File: src/rtl/seven_segment_pkg.sv
// Shared types and constants for the seven-segment pin driver.
package seven_segment_pkg;

    localparam int unsigned WORD_W = 32;
    localparam int unsigned DATA_W = 8;
    localparam logic [DATA_W-1:0] ALL_OFF = 8'hFF;

    typedef enum logic {
        DRIVE = 1'b0,
        BLANK = 1'b1
    } state_t;

endpackage

File: src/rtl/stream_sink_reg.sv
// One stb/ack consumer channel: registered one-cycle ack pulse, transfer strobe and data slice.
module stream_sink_reg
    import seven_segment_pkg::*;
(
    input  logic              clk,
    input  logic              rst,
    input  logic [WORD_W-1:0] data,
    input  logic              stb,
    input  logic              can_accept,
    output logic              ack,
    output logic              xfer_c,
    output logic [DATA_W-1:0] word_c
);

    logic unused_upper_c;

    // Ack only when idle, so a held stb yields at most one transfer every two cycles.
    always_ff @(posedge clk) begin
        if (rst) begin
            ack <= 1'b0;
        end else begin
            ack <= stb & ~ack & can_accept;
        end
    end

    assign xfer_c         = stb & ack;
    assign word_c         = data[DATA_W-1:0];
    assign unused_upper_c = ^data[WORD_W-1:DATA_W];

endmodule

File: src/rtl/seven_segment_sink.sv
// Drives Nexys 4 AN/CA pins from two stb/ack streams with anti-ghosting blank gaps
// on anode changes and a watchdog that blanks a stalled display.
module seven_segment_sink
    import seven_segment_pkg::*;
#(
    parameter int unsigned BLANK_CYCLES    = 16,
    parameter int unsigned WATCHDOG_CYCLES = 100000,
    parameter bit          INVERT          = 1'b0
) (
    input  logic              clk,
    input  logic              rst,
    input  logic [WORD_W-1:0] input_annode,
    input  logic              input_annode_stb,
    output logic              input_annode_ack,
    input  logic [WORD_W-1:0] input_cathode,
    input  logic              input_cathode_stb,
    output logic              input_cathode_ack,
    output logic [DATA_W-1:0] annode,
    output logic [DATA_W-1:0] cathode
);

    localparam int unsigned BLANK_W = $clog2(BLANK_CYCLES + 1);
    localparam int unsigned WD_W    = (WATCHDOG_CYCLES > 0) ? $clog2(WATCHDOG_CYCLES + 1) : 1;
    localparam logic [BLANK_W-1:0] BLANK_LOAD = BLANK_W'(BLANK_CYCLES);
    localparam logic [WD_W-1:0]    WD_MAX     = WD_W'(WATCHDOG_CYCLES);
    localparam logic [DATA_W-1:0]  INV_MASK   = {DATA_W{INVERT}};

    state_t              state, state_d;
    logic [DATA_W-1:0]   cur_an, cur_an_d;
    logic [DATA_W-1:0]   pending_an, pending_an_d;
    logic [DATA_W-1:0]   shadow_ca, shadow_ca_d;
    logic [DATA_W-1:0]   an_q, an_d;
    logic [DATA_W-1:0]   ca_q, ca_d;
    logic [BLANK_W-1:0]  blank_cnt, blank_cnt_d;
    logic [WD_W-1:0]     wd_cnt, wd_cnt_d;

    logic                an_can_accept_c;
    logic                an_xfer_c, ca_xfer_c;
    logic [DATA_W-1:0]   an_word_c, ca_word_c;

    assign an_can_accept_c = (state == DRIVE);

    stream_sink_reg u_annode_sink (
        .clk        (clk),
        .rst        (rst),
        .data       (input_annode),
        .stb        (input_annode_stb),
        .can_accept (an_can_accept_c),
        .ack        (input_annode_ack),
        .xfer_c     (an_xfer_c),
        .word_c     (an_word_c)
    );

    stream_sink_reg u_cathode_sink (
        .clk        (clk),
        .rst        (rst),
        .data       (input_cathode),
        .stb        (input_cathode_stb),
        .can_accept (1'b1),
        .ack        (input_cathode_ack),
        .xfer_c     (ca_xfer_c),
        .word_c     (ca_word_c)
    );

    always_ff @(posedge clk) begin
        if (rst) begin
            state      <= DRIVE;
            cur_an     <= ALL_OFF;
            pending_an <= ALL_OFF;
            shadow_ca  <= ALL_OFF;
            an_q       <= ALL_OFF;
            ca_q       <= ALL_OFF;
            blank_cnt  <= '0;
            wd_cnt     <= '0;
        end else begin
            state      <= state_d;
            cur_an     <= cur_an_d;
            pending_an <= pending_an_d;
            shadow_ca  <= shadow_ca_d;
            an_q       <= an_d;
            ca_q       <= ca_d;
            blank_cnt  <= blank_cnt_d;
            wd_cnt     <= wd_cnt_d;
        end
    end

    always_comb begin
        state_d      = state;
        cur_an_d     = cur_an;
        pending_an_d = pending_an;
        shadow_ca_d  = shadow_ca;
        an_d         = an_q;
        ca_d         = ca_q;
        blank_cnt_d  = blank_cnt;
        wd_cnt_d     = wd_cnt;

        case (state)
            DRIVE: begin
                // A cathode arriving with an anode change belongs to the new digit.
                if (an_xfer_c && (an_word_c != cur_an)) begin
                    pending_an_d = an_word_c;
                    an_d         = ALL_OFF;
                    blank_cnt_d  = BLANK_LOAD;
                    state_d      = BLANK;
                    if (ca_xfer_c) begin
                        shadow_ca_d = ca_word_c;
                    end
                end else if (ca_xfer_c) begin
                    ca_d        = ca_word_c;
                    shadow_ca_d = ca_word_c;
                end
            end
            BLANK: begin
                if (ca_xfer_c) begin
                    shadow_ca_d = ca_word_c;
                end
                if (blank_cnt == BLANK_W'(1)) begin
                    state_d     = DRIVE;
                    an_d        = pending_an;
                    cur_an_d    = pending_an;
                    ca_d        = ca_xfer_c ? ca_word_c : shadow_ca;
                    blank_cnt_d = '0;
                end else begin
                    blank_cnt_d = blank_cnt - BLANK_W'(1);
                end
            end
            default: state_d = DRIVE;
        endcase

        // Watchdog saturates at WD_MAX; with WD_MAX == 0 it never advances.
        if (an_xfer_c) begin
            wd_cnt_d = '0;
        end else if (wd_cnt != WD_MAX) begin
            wd_cnt_d = wd_cnt + WD_W'(1);
            if (wd_cnt_d == WD_MAX) begin
                an_d     = ALL_OFF;
                cur_an_d = ALL_OFF;
            end
        end
    end

    assign annode  = an_q ^ INV_MASK;
    assign cathode = ca_q ^ INV_MASK;

endmodule

File: config.mk
export PLATFORM = sky130hd
export DESIGN_NAME = seven_segment_sink
export DESIGN_NICKNAME = d
export VERILOG_FILES = /design/src/rtl/seven_segment_pkg.sv /design/src/rtl/stream_sink_reg.sv /design/src/rtl/seven_segment_sink.sv
export SDC_FILE = /design/constraint.sdc
export NUM_CORES = 1
export LEC_CHECK = 0
export BUFFER_PORTS_ARGS = -buffer_cell sky130_fd_sc_hd__buf_2
export CORE_MARGIN = 1
export CORE_UTILIZATION = 50
export CTS_CLUSTER_SIZE = 20
export DETAILED_ROUTE_END_ITERATION = 7
export PLACE_DENSITY = 0.77
export SYNTH_ARGS = -nofsm -noshare
export SYNTH_HDL_FRONTEND = slang
export SYNTH_SLANG_ARGS = --single-unit
File: constraint.sdc
create_clock -name clk -period 3 [get_ports clk]
set_input_delay 0.15 -clock clk [delete_from_list [all_inputs] [get_ports clk]]
set_output_delay 0.15 -clock clk [all_outputs]
set_load 0.005 [all_outputs]
# Word-level counts from Yosys, hierarchy flattened
# Cells that the tools add are included.
# Widths: inputs -> output; s select.
classes:
  n_addsub: 2
  eq_ne: 8
  muxes: 22
  n_bitwise: 8
  reduce_logical: 4
ops:
  columns: ["cell", "count"]
  rows:
  - ["$mux 8", 14]
  - ["$pmux 8 s2", 2]
  - ["$add 17x1->17 const B", 1]
  - ["$eq 17x17->1 const B", 1]
  - ["$ne 17x17->1 const B", 1]
  - ["$mux 5", 2]
  - ["$pmux 5 s2", 1]
  - ["$ne 8x8->1", 1]
  - ["$ne 2x2->1 const B", 3]
  - ["$and 1x1->1", 5]
  - ["$eq 5x1->1 const B", 1]
  - ["$sub 5x1->5 const B", 1]
  - ["$not 1->1", 3]
  - ["$reduce_and 3->1", 1]
  - ["$mux 1", 2]
  - ["$ne 2x1->1 const B", 1]
  - ["$pmux 1 s2", 1]
  - ["$reduce_and 2->1", 1]
  - ["$reduce_or 2->1", 1]
  - ["$logic_and 1x1->1", 1]
word_totals:
  register_bits: 65
  input_bits: 68
  out_inout_bits: 18
  wordCells: 54

# Longest topological paths before layout
# Gate-level depths: netlist of run 1.
logic_depth:
  ltp_word: 7
  mapped_depth: 9
  ltp_nobuf: 7

# Modules after synthesis
# Synthesis of run 1 repeated with hierarchy kept, for this count alone.
unflattened:
  hier_cells: 361
  area_unflattened_um2: 3256.9
modules_own_cells:
  columns: ["module", "instances", "cells_per_inst", "area_each_um2", "seq_area_each_um2"]
  rows:
  - ["seven_segment_sink", 1, 339, 3056.7, 1261.2]
  - ["stream_sink_reg", 2, 11, 100.1, 20.0]

# Worst setup path before layout of run 1
# OpenSTA, ideal clock, no wires.
synth_timing:
  path_type: "register to register"
  start: "register wd_cnt[0]"
  end: "register an_q[7], in the netlist annode[7]"
  setup_time_ps: 124
  arrival_time_ps: 2090
  required_ps: 2876
  slack_ps: 787
  stages_incl_launch_ff: 9
  n_path_buf: 2
  period_less_slack_ps: 2213
  cell_sequence: "dfxtp_1 > ha_1 > clkbuf_1 > nand4_1 > nor4_1 > o22ai_1 > a41oi_2 > buf_6 > nand3b_2"
synth_between:
  elab_chain_len: 5
  word_cells_on_any_way: 6
  classes_between: "add/sub: 1; eq/ne: 2; mux: 3"
synth_lines:
  columns: ["item", "line", "text"]
  rows:
  - ["start, declared", "seven_segment_sink.sv:35", "logic [WD_W-1:0] wd_cnt, wd_cnt_d;"]
  - ["start signal, assigned", "seven_segment_sink.sv:83", "wd_cnt <= wd_cnt_d;"]
  - ["$add 17x1->17", "seven_segment_sink.sv:134", "wd_cnt_d = wd_cnt + WD_W'(1);"]
  - ["$eq 17x17->1", "seven_segment_sink.sv:135", "if (wd_cnt_d == WD_MAX) begin"]
  - ["$mux 8", "seven_segment_sink.sv:135", null]
  - ["$mux 8 (*)", "seven_segment_sink.sv:133", "end else if (wd_cnt != WD_MAX) begin"]
  - ["$mux 8 (*)", "seven_segment_sink.sv:131", "if (an_xfer_c) begin"]
  - ["end signal, assigned", "seven_segment_sink.sv:80", "an_q <= an_d;"]
  - ["end, declared", "seven_segment_sink.sv:32", "logic [DATA_W-1:0] an_q, an_d;"]
# Mark *: on every way between the ends. The rest lies on a longest branch, timed or not.
# A chain may end at the register's enable or synchronous reset.

# Worst setup path after layout of run 1
layout_timing:
  start: "register wd_cnt[7]"
  end: "register an_q[3], in the netlist annode[3]"
# The elaborated chain is that of the path after synthesis.

==> results of run 1 <==
-- cell families (layout without fill, tap and decap cells) --
kind of cell             count (synthesis)  in the layout  share of synthesized area [%]
AND/OR/NAND/NOR                        135            135                           23.7
buffers and inverters                   38             78                           5.13
multiplexers                            20             20                           6.84
AO/OA/AOI/OAI                           54             54                           13.4
flip-flops                              65             65                           42.3
XOR/XNOR                                23             23                           6.55
adder cells (fa/ha/maj)                  5              5                           2.03
-- final timing paths --
kind	endpoint	depth (start not counted)	slack [ns]	start
max	annode[3]	6	0.38	wd_cnt[7]
min	pending_an[7]	2	0.03	input_annode[7]
max reg2reg	annode[3]	6	0.38	wd_cnt[7]
min reg2reg	shadow_ca[1]	1	0.47	shadow_ca[1]
-- layer usage --
metal  part of all wire (%)  up-vias
met4                    2.2        0
met5                      0        -
li1                       -     1254
met2                     47       52
met3                    3.7       13
met1                     47     1176
-- through the flow --
step | cells | power (W) | hold WS [ns] | worst slack [ns] | instance area (sq um)
after floorplan | 340 | 0.00103 | 0.268 | 0.787 | 3080
after global placement | 439 | 0.00108 | 0.383 | 0.436 | 3320
after detailed placement | 439 | 0.00108 | 0.390 | 0.399 | 3320
after CTS | 455 | 0.00187 | 0.0276 | 0.389 | 3530
after global routing | 455 | 0.00193 | 0.0394 | 0.217 | 3530
final | 455 | 0.00186 | 0.0345 | 0.385 | 3530
-- cell usage in the layout (no fill, tap or decap), drive strengths merged, types with 9 or more instances in the layout --
master,n
clkbuf,11
xor2,11
nand4,9
nor2b,9
nor2,45
buf,45
nand2,17
and3,10
inv,18
a211o,24
mux2i,12
xnor2,12
dfxtp,65
-- power breakdown --
group	total (W)	leakage, nW	internal (W)	switching [W]
clock	0.000793	0.102	0.000433	0.000360
combinational	0.000149	0.765	0.0000704	0.0000790
sequential	0.000917	0.529	0.000890	0.0000266
-- state kept, by name, indices dropped and copies added (netlist names) --
signal,count
annode,8
blank_cnt,5
cathode,8
cur_an,8
pending_an,8
shadow_ca,8
state,1
u_annode_sink.ack,1
u_cathode_sink.ack,1
wd_cnt,17
-- area by class of cell --
| class | count | area, sq um |
|---|---|---|
| multi-input cells | 237 | 1620 |
| inverters | 17 | 63.8 |
| well taps | 75 | 93.8 |
| fillers | 506 | 2390 |
| repair buffers | 45 | 245 |
| clock buffers | 11 | 151 |
| flip-flops and latches | 65 | 1300 |
| clock inverters | 5 | 62.6 |
==> impl_metrics.json, run 1 <==
{
  "row_count": 28,
  "rsz0062_at_grt": "no",
  "crit_family": "simple AND/OR/NAND/NOR gates",
  "clock_sinks": 65,
  "cts_hold_buf": 0,
  "yosysMostFrequentCell": "dfxtp_1",
  "crit_path_start_kind": "register",
  "clockBufferDepth": 2,
  "min_period_over_period_pct": 87.2,
  "timing.slew.headroom_pct": 23.6,
  "netlist_instances": 340,
  "die-area_sq_mm": 0.00647,
  "met2_usage_pct": 33.4,
  "yosysTopAreaCellShare_pct": 42.3,
  "critical_path.max_stage_delay_ns": 0.65,
  "min_path_type": "input pin to register",
  "vias_per_cell": 5.48,
  "area_growth_pct": 14.9,
  "dr.pass1.iters": 4,
  "vias": 2495,
  "power_density_mw_per_mm2": 526,
  "grt_pass1_wl_mm": 10.4,
  "clk_latency_ns": 0.35,
  "htreeDepth": 3,
  "overflow": 0,
  "post_drt_wl_per_cell_um": 13.9,
  "synth_area_sq_mm": 0.00308,
  "setup_tns_ns": 0,
  "gp_congestion": 0.935,
  "worst_pin_slew_ns": 1.15,
  "ys_top_cells_by_count": "dfxtp_1, nor2_1, a211o_1",
  "die_x_um": 80.4,
  "critPathBufInv": 0,
  "post_synth_num_cell_types": 46,
  "crit_arrival_ns": 2.80,
  "min_period_ns": 2.62,
  "ir_drop_mv": 0.515,
  "track_usage_pct": 20.8,
  "post_cts_resize_count": 0,
  "grt_use_met3_pct": 4.09,
  "yosysSeqAreaShare_pct": 42.3,
  "busiest_layer": "met2",
  "coreArea_sq_mm": 0.00592,
  "cellLeakagePower_nw": 1.40,
  "setup_viol_count_final": 0,
  "drt_iter0_drc": 91,
  "drive_gt1_share_pct": 21.1,
  "slowest_stage": "a41oi_2",
  "drc": 0,
  "antenna_found_initial": 0,
  "synthArstFlopShare_pct": 0,
  "antenna_cells": 0,
  "synth-seq-cells": 65,
  "hold_violations": 0,
  "maxSlewViolCount": 0,
  "fmax_mhz": 382,
  "drv_cap": 0,
  "cp_max_fo": 16,
  "drt-total-wl_mm": 6.33,
  "cts_tree": "built",
  "ys.warnings.count": 0,
  "numCtsBuffers": 9,
  "nNetsFinal": 448,
  "end_kind": "register",
  "die_h_um": 80.4,
  "clkTransAtPathRegs_ns": 0.08,
  "synthTopCellsByArea": "dfxtp_1, a211o_1, nor2_1",
  "initial_core_util_pct": 51.9,
  "synth-edff-count": 0,
  "status": "finished clean",
  "synth_area_per_cell_sq_um": 9.05,
  "path_cells": "nand2b_4 > or4_4 > nor4_4 > nor4b_1 > a41oi_2 > o21ai_0",
  "yosys.area.top_type": "dfxtp_1",
  "skew_ns": 0.00847,
  "fin_util_pct": 59.7,
  "io_buffer_count": 37,
  "post-cts-setup-buffer-count": 0,
  "grt_max_degree": 35,
  "root_buffer": "clkbuf_8",
  "worstPathRequired_ns": 3.19,
  "antenna_left": 0,
  "worst-setup-path-type": "register to register",
  "io_pins": 86,
  "syn_nets": 413,
  "grt_util_met1_pct": 25.9,
  "grt_pass1_vias": 2362,
  "dp_hpwl_mm": 4.34,
  "synth-main-ff-cell": "dfxtp_1"
}
(Power assumes the default switching activity.)
==> run 2: changes to the inputs <==
--- a/config.mk
+++ b/config.mk
@@ -10,6 +10,7 @@
 export CORE_UTILIZATION = 50
 export CTS_CLUSTER_SIZE = 20
 export DETAILED_ROUTE_END_ITERATION = 7
+export MAX_ROUTING_LAYER = met4
 export PLACE_DENSITY = 0.77
 export SYNTH_ARGS = -nofsm -noshare
 export SYNTH_HDL_FRONTEND = slang
==> impl_metrics.json, run 2 (synthesis gave the netlist of run 1 again) <==
{
  "drc": 0,
  "layout_commonest_cell": "dfxtp_1",
  "vias": 2485,
  "gp_congestion": 0.922,
  "clock_sinks": 65,
  "clockBufferDepth": 2,
  "worst_pin_slew_ns": 1.17,
  "path_cells": "nand2b_4 > or4_4 > nor4_4 > nor4b_1 > a41oi_2 > o21ai_0",
  "ir_drop_mv": 0.375,
  "maxSlewViolCount": 0,
  "clkTransAtPathRegs_ns": 0.08,
  "nNetsFinal": 448,
  "end_kind": "register",
  "root_buffer": "clkbuf_8",
  "vias_per_cell": 5.46,
  "slowest_stage": "a41oi_2",
  "io_buffer_count": 37,
  "cp_max_fo": 16,
  "antenna_cells": 0,
  "fin_ws_ns": 0.354,
  "place_ws_ns": 0.360,
  "dr.pass1.iters": 4,
  "grt_pass1_vias": 2263,
  "post_cts_resize_count": 0,
  "post-cts-setup-buffer-count": 0,
  "r2r_slack_ns": 0.35,
  "status": "finished clean",
  "drt_iter0_drc": 81,
  "row_count": 28,
  "crit_path_start_kind": "register",
  "overflow": 0,
  "setup_viol_count_final": 0,
  "largest_reg_flops": 17,
  "worst-setup-path-type": "register to register",
  "cts_hold_buf": 0,
  "drv_cap": 0,
  "drt-total-wl_mm": 6.07,
  "min_period_ns": 2.65,
  "power_density_mw_per_mm2": 495,
  "cts_tree": "built",
  "die-area_sq_mm": 0.00647,
  "design_area_sq_mm": 0.00350,
  "area_growth_pct": 13.9,
  "mostFrequentLayoutCells": "dfxtp_1, nor2_1, buf_2",
  "critical_path.max_stage_delay_ns": 0.68,
  "die_h_um": 80.4,
  "cellLeakagePower_nw": 1.38,
  "antenna_found_initial": 0,
  "grt_max_degree": 35,
  "die_x_um": 80.4,
  "worstPathRequired_ns": 3.17,
  "io_pins": 86,
  "fmax_mhz": 378,
  "grt_pass1_wl_mm": 10.2,
  "hold_violations": 0,
  "timing.slew.headroom_pct": 22.2,
  "initial_core_util_pct": 51.9,
  "dpl_cell_area_sq_mm": 0.00332,
  "numCtsBuffers": 9,
  "crit_arrival_ns": 2.81,
  "clk_latency_ns": 0.34,
  "htreeDepth": 3,
  "top_register": "wd_cnt",
  "antenna_left": 0,
  "skew_ns": 0.0112,
  "coreArea_sq_mm": 0.00592,
  "post_drt_wl_per_cell_um": 13.3,
  "drive_gt1_share_pct": 20.8,
  "setup_tns_ns": 0,
  "min_path_type": "input pin to register",
  "power_w": 0.00174,
  "dp_hpwl_mm": 4.18,
  "track_usage_pct": 21.0,
  "rsz0062_at_grt": "no",
  "min_period_over_period_pct": 88.2
}
-- run 2: cell types whose count changed in the layout (fill, tap and decap cells not counted), sizes merged --
cell	delta
bufinv	-1
inv	-1
clkinv	+2
-- run 2: path summary, 6_finish.rpt --
path         cells past startpoint            end             from
min reg2reg                      1   shadow_ca[4]     shadow_ca[4]
max                              6      annode[5]        wd_cnt[7]
min                              2  pending_an[2]  input_annode[2]
max reg2reg                      6      annode[5]        wd_cnt[7]
-- run 2: power by group --
group	internal, W	switching (W)	leakage, nW	total (W)
Sequential	0.000890	0.0000262	0.529	0.000916
Combinational	0.0000701	0.0000776	0.765	0.000148
Clock	0.000326	0.000345	0.0857	0.000671
-- run 2: area by class of cell --
class	instances	area, sq um
sequential	65	1300
clock inverter	5	41.3
tap	75	93.8
inverter	17	63.8
fill	540	2420
multi-input combinational	237	1620
clock buffer	11	141
timing repair buffer	45	245
-- run 2: routing by layer --
| layer | part of all wire (%) | global-route usage, % | vias up | routed length, um |
|---|---|---|---|---|
| met3 | 3.8 | 7.27 | 7 | 233 |
| met4 | 1.4 | 6.96 | 0 | 84 |
| met2 | 47 | 32.9 | 47 | 2840 |
| li1 | - | - | 1261 | - |
| met5 | 0 | - | - | 0 |
| met1 | 48 | 25.2 | 1170 | 2910 |
-- run 2: per-stage QoR --
stage               util [%]  instances  hold slack [ns]
floorplan                  -        340            0.268
global placement        56.1        439            0.383
detailed placement      56.1        439            0.386
CTS                     59.2        455           0.0234
global route            59.2        455           0.0150
finish                  59.2        455           0.0383
-- run 2: worst max-delay path: cells and delay by family, from the launching register on --
family             cells  cell delay, ns
and+or+nand+nor        4            1.11
DFF                    1            0.48
AOI/OAI and AO/OA      2            0.89
